**src/rtl/sram_req_arb_pkg.sv**
```systemverilog
// Shared encodings for the two-master SRAM request arbiter: response owner tags,
// grant FSM states and SRAM size codes.
package sram_req_arb_pkg;

    localparam logic OWN_INST = 1'b0;
    localparam logic OWN_DATA = 1'b1;

    typedef enum logic [1:0] {
        ST_IDLE      = 2'd0,
        ST_LOCK_INST = 2'd1,
        ST_LOCK_DATA = 2'd2
    } arb_state_t;

    localparam logic [1:0] SZ_BYTE = 2'd0;
    localparam logic [1:0] SZ_HALF = 2'd1;
    localparam logic [1:0] SZ_WORD = 2'd2;

endpackage

```
**src/rtl/sram_req_arb_tag_fifo.sv**
```systemverilog
// In-order owner-tag FIFO: head visible combinationally, push/pop take effect next edge.
// Push is ignored when full and pop when empty; no bypass between the two.
module tag_fifo #(
    parameter int DEPTH = 4
) (
    input  logic                     aclk,
    input  logic                     areset,
    input  logic                     i_push,
    input  logic                     i_push_dat,
    input  logic                     i_pop,
    output logic                     o_head,
    output logic                     o_full,
    output logic                     o_empty,
    output logic [$clog2(DEPTH):0]   o_count
);

    localparam int              AW       = $clog2(DEPTH);
    localparam logic [AW:0]     FULL_CNT = (AW+1)'(DEPTH);

    logic [DEPTH-1:0] r_mem;
    logic [AW-1:0]    r_wptr;
    logic [AW-1:0]    r_rptr;
    logic [AW:0]      r_count;
    logic             w_push;
    logic             w_pop;

    assign w_push = i_push & ~o_full;
    assign w_pop  = i_pop & ~o_empty;

    always_ff @(posedge aclk) begin
        if (w_push) begin
            r_mem[r_wptr] <= i_push_dat;
        end
    end

    // Power-of-two depth lets the pointers wrap by plain overflow.
    always_ff @(posedge aclk) begin
        if (areset) begin
            r_wptr  <= '0;
            r_rptr  <= '0;
            r_count <= '0;
        end else begin
            if (w_push) begin
                r_wptr <= r_wptr + AW'(1);
            end
            if (w_pop) begin
                r_rptr <= r_rptr + AW'(1);
            end
            if (w_push && !w_pop) begin
                r_count <= r_count + (AW+1)'(1);
            end else if (!w_push && w_pop) begin
                r_count <= r_count - (AW+1)'(1);
            end
        end
    end

    assign o_head  = r_mem[r_rptr];
    assign o_full  = (r_count == FULL_CNT);
    assign o_empty = (r_count == '0);
    assign o_count = r_count;

endmodule

```
**src/rtl/sram_req_arb.sv**
```systemverilog
// Arbitrates inst/data SRAM masters onto one slave: combinational request mux, zero-latency
// response routing via owner-tag FIFO; backpressure = slave addr_ok, plus a hard stall when DEPTH are outstanding.
module sram_req_arb
    import sram_req_arb_pkg::*;
#(
    parameter int DEPTH      = 4,
    parameter int STARVE_MAX = 4
) (
    input  logic        aclk,
    input  logic        areset,
    input  logic        inst_sram_req,
    input  logic        inst_sram_wr,
    input  logic [1:0]  inst_sram_size,
    input  logic [31:0] inst_sram_addr,
    input  logic [3:0]  inst_sram_wstrb,
    input  logic [31:0] inst_sram_wdata,
    output logic        inst_sram_addr_ok,
    output logic        inst_sram_data_ok,
    output logic [31:0] inst_sram_rdata,
    input  logic        data_sram_req,
    input  logic        data_sram_wr,
    input  logic [1:0]  data_sram_size,
    input  logic [31:0] data_sram_addr,
    input  logic [3:0]  data_sram_wstrb,
    input  logic [31:0] data_sram_wdata,
    output logic        data_sram_addr_ok,
    output logic        data_sram_data_ok,
    output logic [31:0] data_sram_rdata,
    output logic        slv_req,
    output logic        slv_wr,
    output logic [1:0]  slv_size,
    output logic [31:0] slv_addr,
    output logic [3:0]  slv_wstrb,
    output logic [31:0] slv_wdata,
    input  logic        slv_addr_ok,
    input  logic        slv_data_ok,
    input  logic [31:0] slv_rdata,
    output logic        err_unexp
);

    localparam int              CW         = $clog2(STARVE_MAX + 1);
    localparam int              SW         = $clog2(DEPTH) + 1;
    localparam logic [CW-1:0]   STARVE_LIM = CW'(STARVE_MAX);
    localparam logic [SW-1:0]   FULL_CNT   = SW'(DEPTH);

    arb_state_t    r_state;
    logic [CW-1:0] r_starve;
    logic          r_err;

    logic          w_grant;
    logic          w_gnt_req;
    logic          w_acc;
    logic          w_pop;
    logic          w_full;
    logic          w_empty;
    logic          w_head;
    logic [SW-1:0] w_count;

    // A locked grant holds until accepted; otherwise data wins unless inst has starved.
    always_comb begin
        w_grant = OWN_INST;
        case (r_state)
            ST_LOCK_INST: w_grant = OWN_INST;
            ST_LOCK_DATA: w_grant = OWN_DATA;
            default: begin
                if (inst_sram_req && (r_starve == STARVE_LIM)) begin
                    w_grant = OWN_INST;
                end else if (data_sram_req) begin
                    w_grant = OWN_DATA;
                end else begin
                    w_grant = OWN_INST;
                end
            end
        endcase
    end

    assign w_gnt_req = (w_grant == OWN_DATA) ? data_sram_req : inst_sram_req;
    assign slv_req   = w_gnt_req & ~w_full & ~areset;
    assign slv_wr    = (w_grant == OWN_DATA) ? data_sram_wr    : inst_sram_wr;
    assign slv_size  = (w_grant == OWN_DATA) ? data_sram_size  : inst_sram_size;
    assign slv_addr  = (w_grant == OWN_DATA) ? data_sram_addr  : inst_sram_addr;
    assign slv_wstrb = (w_grant == OWN_DATA) ? data_sram_wstrb : inst_sram_wstrb;
    assign slv_wdata = (w_grant == OWN_DATA) ? data_sram_wdata : inst_sram_wdata;

    assign w_acc             = slv_req & slv_addr_ok;
    assign inst_sram_addr_ok = w_acc & (w_grant == OWN_INST);
    assign data_sram_addr_ok = w_acc & (w_grant == OWN_DATA);

    assign w_pop             = slv_data_ok & ~w_empty & ~areset;
    assign inst_sram_data_ok = w_pop & (w_head == OWN_INST);
    assign data_sram_data_ok = w_pop & (w_head == OWN_DATA);
    assign inst_sram_rdata   = slv_rdata;
    assign data_sram_rdata   = slv_rdata;
    assign err_unexp         = r_err;

    tag_fifo #(
        .DEPTH (DEPTH)
    ) u_tag_fifo (
        .aclk       (aclk),
        .areset     (areset),
        .i_push     (w_acc),
        .i_push_dat (w_grant),
        .i_pop      (w_pop),
        .o_head     (w_head),
        .o_full     (w_full),
        .o_empty    (w_empty),
        .o_count    (w_count)
    );

    always_ff @(posedge aclk) begin
        if (areset) begin
            r_state  <= ST_IDLE;
            r_starve <= '0;
            r_err    <= 1'b0;
        end else begin
            case (r_state)
                ST_IDLE: begin
                    if (slv_req && !slv_addr_ok) begin
                        r_state <= (w_grant == OWN_DATA) ? ST_LOCK_DATA : ST_LOCK_INST;
                    end
                end
                ST_LOCK_INST, ST_LOCK_DATA: begin
                    if (w_acc) begin
                        r_state <= ST_IDLE;
                    end
                end
                default: r_state <= ST_IDLE;
            endcase

            if (!inst_sram_req || (w_acc && (w_grant == OWN_INST))) begin
                r_starve <= '0;
            end else if (w_acc && (r_starve != STARVE_LIM)) begin
                r_starve <= r_starve + CW'(1);
            end

            if (slv_data_ok && w_empty) begin
                r_err <= 1'b1;
            end
        end
    end

    a_full_matches_count: assert property (@(posedge aclk) disable iff (areset)
        (w_full == (w_count == FULL_CNT)));

endmodule

```
**config.mk**
```make
export PLATFORM = sky130hd
export DESIGN_NAME = sram_req_arb
export DESIGN_NICKNAME = d
export VERILOG_FILES = /design/src/rtl/sram_req_arb_pkg.sv /design/src/rtl/sram_req_arb_tag_fifo.sv /design/src/rtl/sram_req_arb.sv
export SDC_FILE = /design/constraint.sdc
export NUM_CORES = 1
export LEC_CHECK = 0
export ABC_AREA = 1
export CAP_MARGIN = 40
export CELL_PAD_IN_SITES_DETAIL_PLACEMENT = 0
export CELL_PAD_IN_SITES_GLOBAL_PLACEMENT = 1
export CORE_ASPECT_RATIO = 0.6
export CORE_MARGIN = 2
export CORE_UTILIZATION = 13
export DETAILED_ROUTE_END_ITERATION = 12
export PLACE_DENSITY_LB_ADDON = 0.3
export SYNTH_ARGS = -nofsm -noshare
export SYNTH_HDL_FRONTEND = slang
export SYNTH_SLANG_ARGS = --single-unit
```
**constraint.sdc**
```tcl
create_clock -name aclk -period 2.3 [get_ports aclk]
set_clock_uncertainty 0.05 [all_clocks]
set_input_delay 0.46 -clock aclk [delete_from_list [all_inputs] [get_ports aclk]]
set_output_delay 0.46 -clock aclk [all_outputs]
set_load 0.01 [all_outputs]
```
### After elaboration in Yosys (flattened, before gate mapping)

Cells that the tools add are included.

* bits in registers: 17
* bits of input ports: 180
* output and inout bits: 141
* logic and storage cells: 77

* add/sub/neg operators: 5
* order comparisons: 3
* eq/ne operators: 7
* muxes and demuxes: 20
* bitwise logic cells: 16
* reduce and logical (&&, ||, !) cells: 19

Operator list (count)
* 32-bit 2-to-1 mux: 2
* 1-bit bitwise AND: 11
* 1-bit logical AND: 8
* 2-bit 2-to-1 mux: 4
* 3-bit by 1-bit adder with 3-bit output, second input constant: 2
* 3-bit equality test, second input constant: 2
* 2-bit by 3-bit less-than comparator with 1-bit output, second input constant: 2
* 1-bit 2-to-1 mux: 6
* 3-bit 2-to-1 mux: 2
* 1-bit inverter: 5
* 2-bit by 1-bit adder with 2-bit output, second input constant: 2
* 4-bit bitwise mux: 1
* 1-bit logical NOT: 4
* 4-bit 2-to-1 mux: 1
* 2-bit case mux with 2 select lines: 1
* 2-bit OR reduction: 2
* 3-bit logical NOT: 1
* 3-bit != test, second input constant: 1
* 3-bit by 1-bit subtractor with 3-bit output, second input constant: 1
* 1-bit binary-select mux with 2-bit select: 1
* 1-bit demux with 2-bit select: 1
* 2-bit by 1-bit equality test with 1-bit output, second input constant: 1
* 2-bit equality test, second input constant: 1
* 2-bit by 1-bit greater-or-equal comparator with 1-bit output, second input constant: 1
* other kinds (7): 7

### Logic depth before layout (Yosys ltp)

* depth after elaboration: 13
* gate-level depth with buffers: 15
* depth with buffers taken out: 15

### By module

From an unflattened synthesis, not the netlist that was laid out.

* cell total of the unflattened synthesis: 441
* area, all modules: 2421.1 um2

Modules (own cells, without submodules)
* sram_req_arb: instances 1, cells each 364, area an instance 1810.5 um2, sequential area each 120.1 um2
* tag_fifo: instances 1, cells each 77, area an instance 610.6 um2, sequential area each 260.2 um2

### Worst setup path after synthesis

Ideal clock, no wire load.

* path type: flip-flop to flip-flop
* start point: register r_state[0]
* end point: register u_tag_fifo.r_count[2], in the netlist u_tag_fifo.o_count[2]
* library setup time: 0.070 ns
* data arrival time: 2.053 ns
* data required time: 2.180 ns
* slack: 0.127 ns
* cell stages (with the launch flop): 16
* path buffers: 0
* period minus slack after synthesis: 2.173 ns
* cells stage by stage: dfxtp_1 inv_1 ha_1 nor2_1 nand2_2 nand3_2 nand3_4 inv_2 ha_1 inv_1 fa_1 nor2_1 nor2_1 nand2_1 o21ai_0 a21oi_1

* word-level cells in the longest chain between the ends: 10
* elaborated cells between the ends (all ways): 13
* classes of those cells: eq/ne: 2; mux: 3; bitwise: 4; reduce/logical: 4

Ends and longest elaborated chain
* start: declaration: line sram_req_arb.sv:46 `arb_state_t r_state;`
* start signal: assignment: line sram_req_arb.sv:119 `r_state <= (w_grant == OWN_DATA) ? ST_LOCK_DATA : ST_LOCK_INST;`
* 2-bit equality test / 2-bit by 1-bit equality test with 1-bit output (equally long branches): line sram_req_arb.sv:62 `case (r_state)`
* 1-bit case mux with 2 select lines (*): line sram_req_arb.sv:62
* 1-bit 2-to-1 mux (*): line sram_req_arb.sv:77 `assign w_gnt_req = (w_grant == OWN_DATA) ? data_sram_req : inst_sram_req;`
* 1-bit bitwise AND (*) (2 in series): line sram_req_arb.sv:78 `assign slv_req = w_gnt_req & ~w_full & ~areset;`
* 1-bit bitwise AND (*): line sram_req_arb.sv:85 `assign w_acc = slv_req & slv_addr_ok;`
* 1-bit bitwise AND (*): line sram_req_arb_tag_fifo.sv:27 `assign w_push = i_push & ~o_full;`
* named net u_tag_fifo.w_push: line sram_req_arb_tag_fifo.sv:24 `logic w_push;`
* 1-bit logical NOT: line sram_req_arb_tag_fifo.sv:51 `end else if (!w_push && w_pop) begin`
* 1-bit logical AND: line sram_req_arb_tag_fifo.sv:51
* 2-bit nonzero test (no line)
* end signal: assignment: line sram_req_arb_tag_fifo.sv:50 `r_count <= r_count + (AW+1)'(1);`
* end signal: assignment: line sram_req_arb_tag_fifo.sv:52 `r_count <= r_count - (AW+1)'(1);`
* end: declaration: line sram_req_arb_tag_fifo.sv:23 `logic [AW:0] r_count;`

Mark *: on every way through the listed nets, which the timed path passes. The rest lies on a longest branch.
A chain may end at the register's enable or synchronous reset.

### Worst setup path after layout

* start point: register r_state[1]
* end point: output slv_addr[30]

* word-level cells in the longest chain between the ends: 3
* elaborated cells between the ends (all ways): 4
* classes of those cells: eq/ne: 2; mux: 2

Ends and longest elaborated chain
* 2-bit equality test / 2-bit by 1-bit equality test with 1-bit output (equally long branches): line sram_req_arb.sv:62
* 1-bit case mux with 2 select lines (*): line sram_req_arb.sv:62
* 32-bit 2-to-1 mux (*): line sram_req_arb.sv:81 `assign slv_addr = (w_grant == OWN_DATA) ? data_sram_addr : inst_sram_addr;`
* end: declaration: line sram_req_arb.sv:32 `output logic [31:0] slv_addr,`

Mark *: on every way between the ends. The rest lies on a longest branch, timed or not.

==> reports/results.txt <==
Setup crit end kind: output port
VDD IR-drop max: 0.387 mV
N_diodes: 0
Die area: 19400 sq um
Initial antenna violation count: 0
TNS Setup: -5.28 ns
Final ANT Viol Nets: 0
Final nets: 831
Layout area overhead: 135%
Top cell type's share of synthesized area: 37.2%
Post-Syn Area: 2370 sq um
IO Pins: 321
Final Hold Fails: 0
Final critical-path share of the clock period: 105%
CTS clk-pin slew, worst paths: 0.05 ns
Critical Path Start Type: register
Seq cells post-synth: 17
Clock Path Buffers: 2
Worst-Skew Late Latency: 0.25 ns
Measured slew at the worst slew-check pin: 0.213 ns
Syn. warnings: 0
Tot GR Track Use: 12.1%
Die width: 178 um
Failing checks: setup timing
Dpl hpwl: 7.95 mm
Top_reg_cell synth: dfxtp_1
Fillers: 1955
Power per Cell Area: 1190 nW/um^2
First DRT Iteration DRCs: 111
Drt via density: 3.66
Fin. max-slew vios: 0
Drt first pass iters: 4
Final WS setup: -0.123 ns
Count leader, synth: nand2_1
MaxCap Viol Count: 0
Global-route wire length before repair: 17.8 mm
Die Ht: 109 um
CTS tree: done
Post-Route WL: 12.4 mm
Adder-cell share of the synthesized area: 5.59%
Crit Path Class: reg2out
Tmin final: 2.42 ns
Max Clk Rate: 0.413 GHz
Largest net degree at the start of global routing: 12
Placed insts: 832
Sequential cell area fraction in the yosys report: 16.0%
Routed via count: 3222
Initial Util: 13.2%
Layout Cells excl Fill: 880
WL per Instance: 14.1 um
Syn Inst Count: 424
Hold WS: 0.423 ns
H-tree levels: 1
Run status: complete, but fails checks
Area of the core: 18000 sq um
Overflow after GRT: 0
Dpl ws: -0.502 ns
Worst Path Required: 1.79 ns
Layout cell share with drive strength beyond 1: 37.5%
Largest family of logic cells by synthesized area: simple AND/OR/NAND/NOR gates
Compound-Gate Fraction of Synth Area: 4.96%
PortBufs: 224
Core Rows: 38
CP max FO: 6
Pleak: 2.66 nW
Num Clock Sinks: 17
Gp weighted congestion: 0.733
Library cells used by synthesis: 24
Top post-synthesis cells by count: nand2_1, buf_4, inv_1
Tightest Hold Check Type: reg2reg
Cell taking the most area after synthesis: nand2_1
Async S/R FF share, synth: 0%
Post-Synth XOR/XNOR Area: 0.369%
Slew margin rel.: 85.8%
Post-Syn Area per Cell: 5.59 sq um
Synth Net Count: 614
Setup violations, final: 65
Vias in the first global route: 3188
CTS Root Cell: clkbuf_16
Post-synth EDFFs: 4
DRC: 0
RSZ-0062 raised after global routing: yes
Simple-gate share of the synthesized area: 44.1%
Top cells by area, synth: nand2_1, buf_4, dfxtp_1, edfxtp_1, ha_1
Util after Layout: 31.0%
Multiplexer share of the synthesized area: 0%
Critical Path AT: 1.91 ns
CTS Buf Count: 3
through the flow:
stage                     area [sq um]  total power, W
after floorplan                   2370         0.00221
after global placement            4550         0.00411
after detailed placement          4550         0.00409
after CTS                         5440         0.00657
after global routing              5570         0.00714
final                             5570         0.00663
worst max-delay path, stage by stage, from the launching register on:
cell	delay, ns
dfxtp_2	0.33
inv_2	0.05
ha_4	0.32
nor2_4	0.06
nand2_4	0.09
nand2_8	0.06
buf_12	0.15
buf_12	0.13
buf_16	0.13
buf_12	0.12
nand2_2	0.04
nand2_1	0.04
buf_2	0.13
final timing paths:
kind                           end  depth (start not counted)  slack, ns       start
max                   slv_addr[30]                         12      -0.12  r_state[1]
min                      err_unexp                          1       0.42   err_unexp
max reg2reg  u_tag_fifo.o_count[2]                         18       0.02  r_state[0]
min reg2reg              err_unexp                          1       0.42   err_unexp
metal layers:
metal | share of wire (%) | track usage, % | vias to the layer above
li1 | - | - | 1664
met1 | 46 | 17.2 | 1405
met3 | 8.7 | 4.08 | 15
met2 | 44 | 17.7 | 138
met5 | 0 | 0 | -
met4 | 1.2 | 2.67 | 0
final cells by class:
| cell class | count | area, sq um | area share (%) |
|---|---|---|---|
| Tap cell | 240 | 300 | 5.39 |
| Clock buffer | 4 | 78.8 | 1.42 |
| Multi-Input combinational cell | 300 | 1610 | 28.9 |
| Timing Repair inverter | 1 | 16.3 | 0.292 |
| Timing Repair Buffer | 292 | 3060 | 55.0 |
| Sequential cell | 17 | 383 | 6.88 |
| Inverter | 26 | 119 | 2.14 |
layout by cell type (no fill, tap or decap), drive strengths merged, types with 8 or more instances in the layout:
cell type / netlist / layout
nand3: 8 / 8
ha: 9 / 9
o21ai: 8 / 8
buf: 81 / 141
dfxtp: 13 / 13
clkdlybuf4s50: 0 / 146
nand2: 238 / 238
nor2: 20 / 20
a21oi: 11 / 11
inv: 26 / 27
sequential cells by signal, indices dropped and copies added (netlist names):
signal	cells
u_tag_fifo.o_count	3
u_tag_fifo.r_rptr	2
r_starve	3
u_tag_fifo.r_mem	4
err_unexp	1
r_state	2
u_tag_fifo.r_wptr	2
where the power goes:
| group | switching (W) | internal [W] | leakage (nW) | total [W] |
|---|---|---|---|---|
| logic | 0.00269 | 0.00318 | 2.48 | 0.00586 |
| registers | 0.0000355 | 0.000377 | 0.144 | 0.000413 |
| clock network | 0.000115 | 0.000235 | 0.0382 | 0.000350 |
cell families (layout without fill, tap and decap cells):
kind of cell,Yosys count,in the layout
xor+xnor,1,1
compound gates,22,22
buf+inv,107,323
fa+ha+maj,10,10
flops,17,17
simple gates,267,267
timing repair:
action / in CTS / in global routing
cloned: 19 / 0
pin swaps: 19 / 23
buffers inserted: 27 / 0
hold buffers: 0 / 0
resized for setup: 420 / 43
endpoints found under the setup margin: 78 / 76
Power figures use the tool's default switching activity.
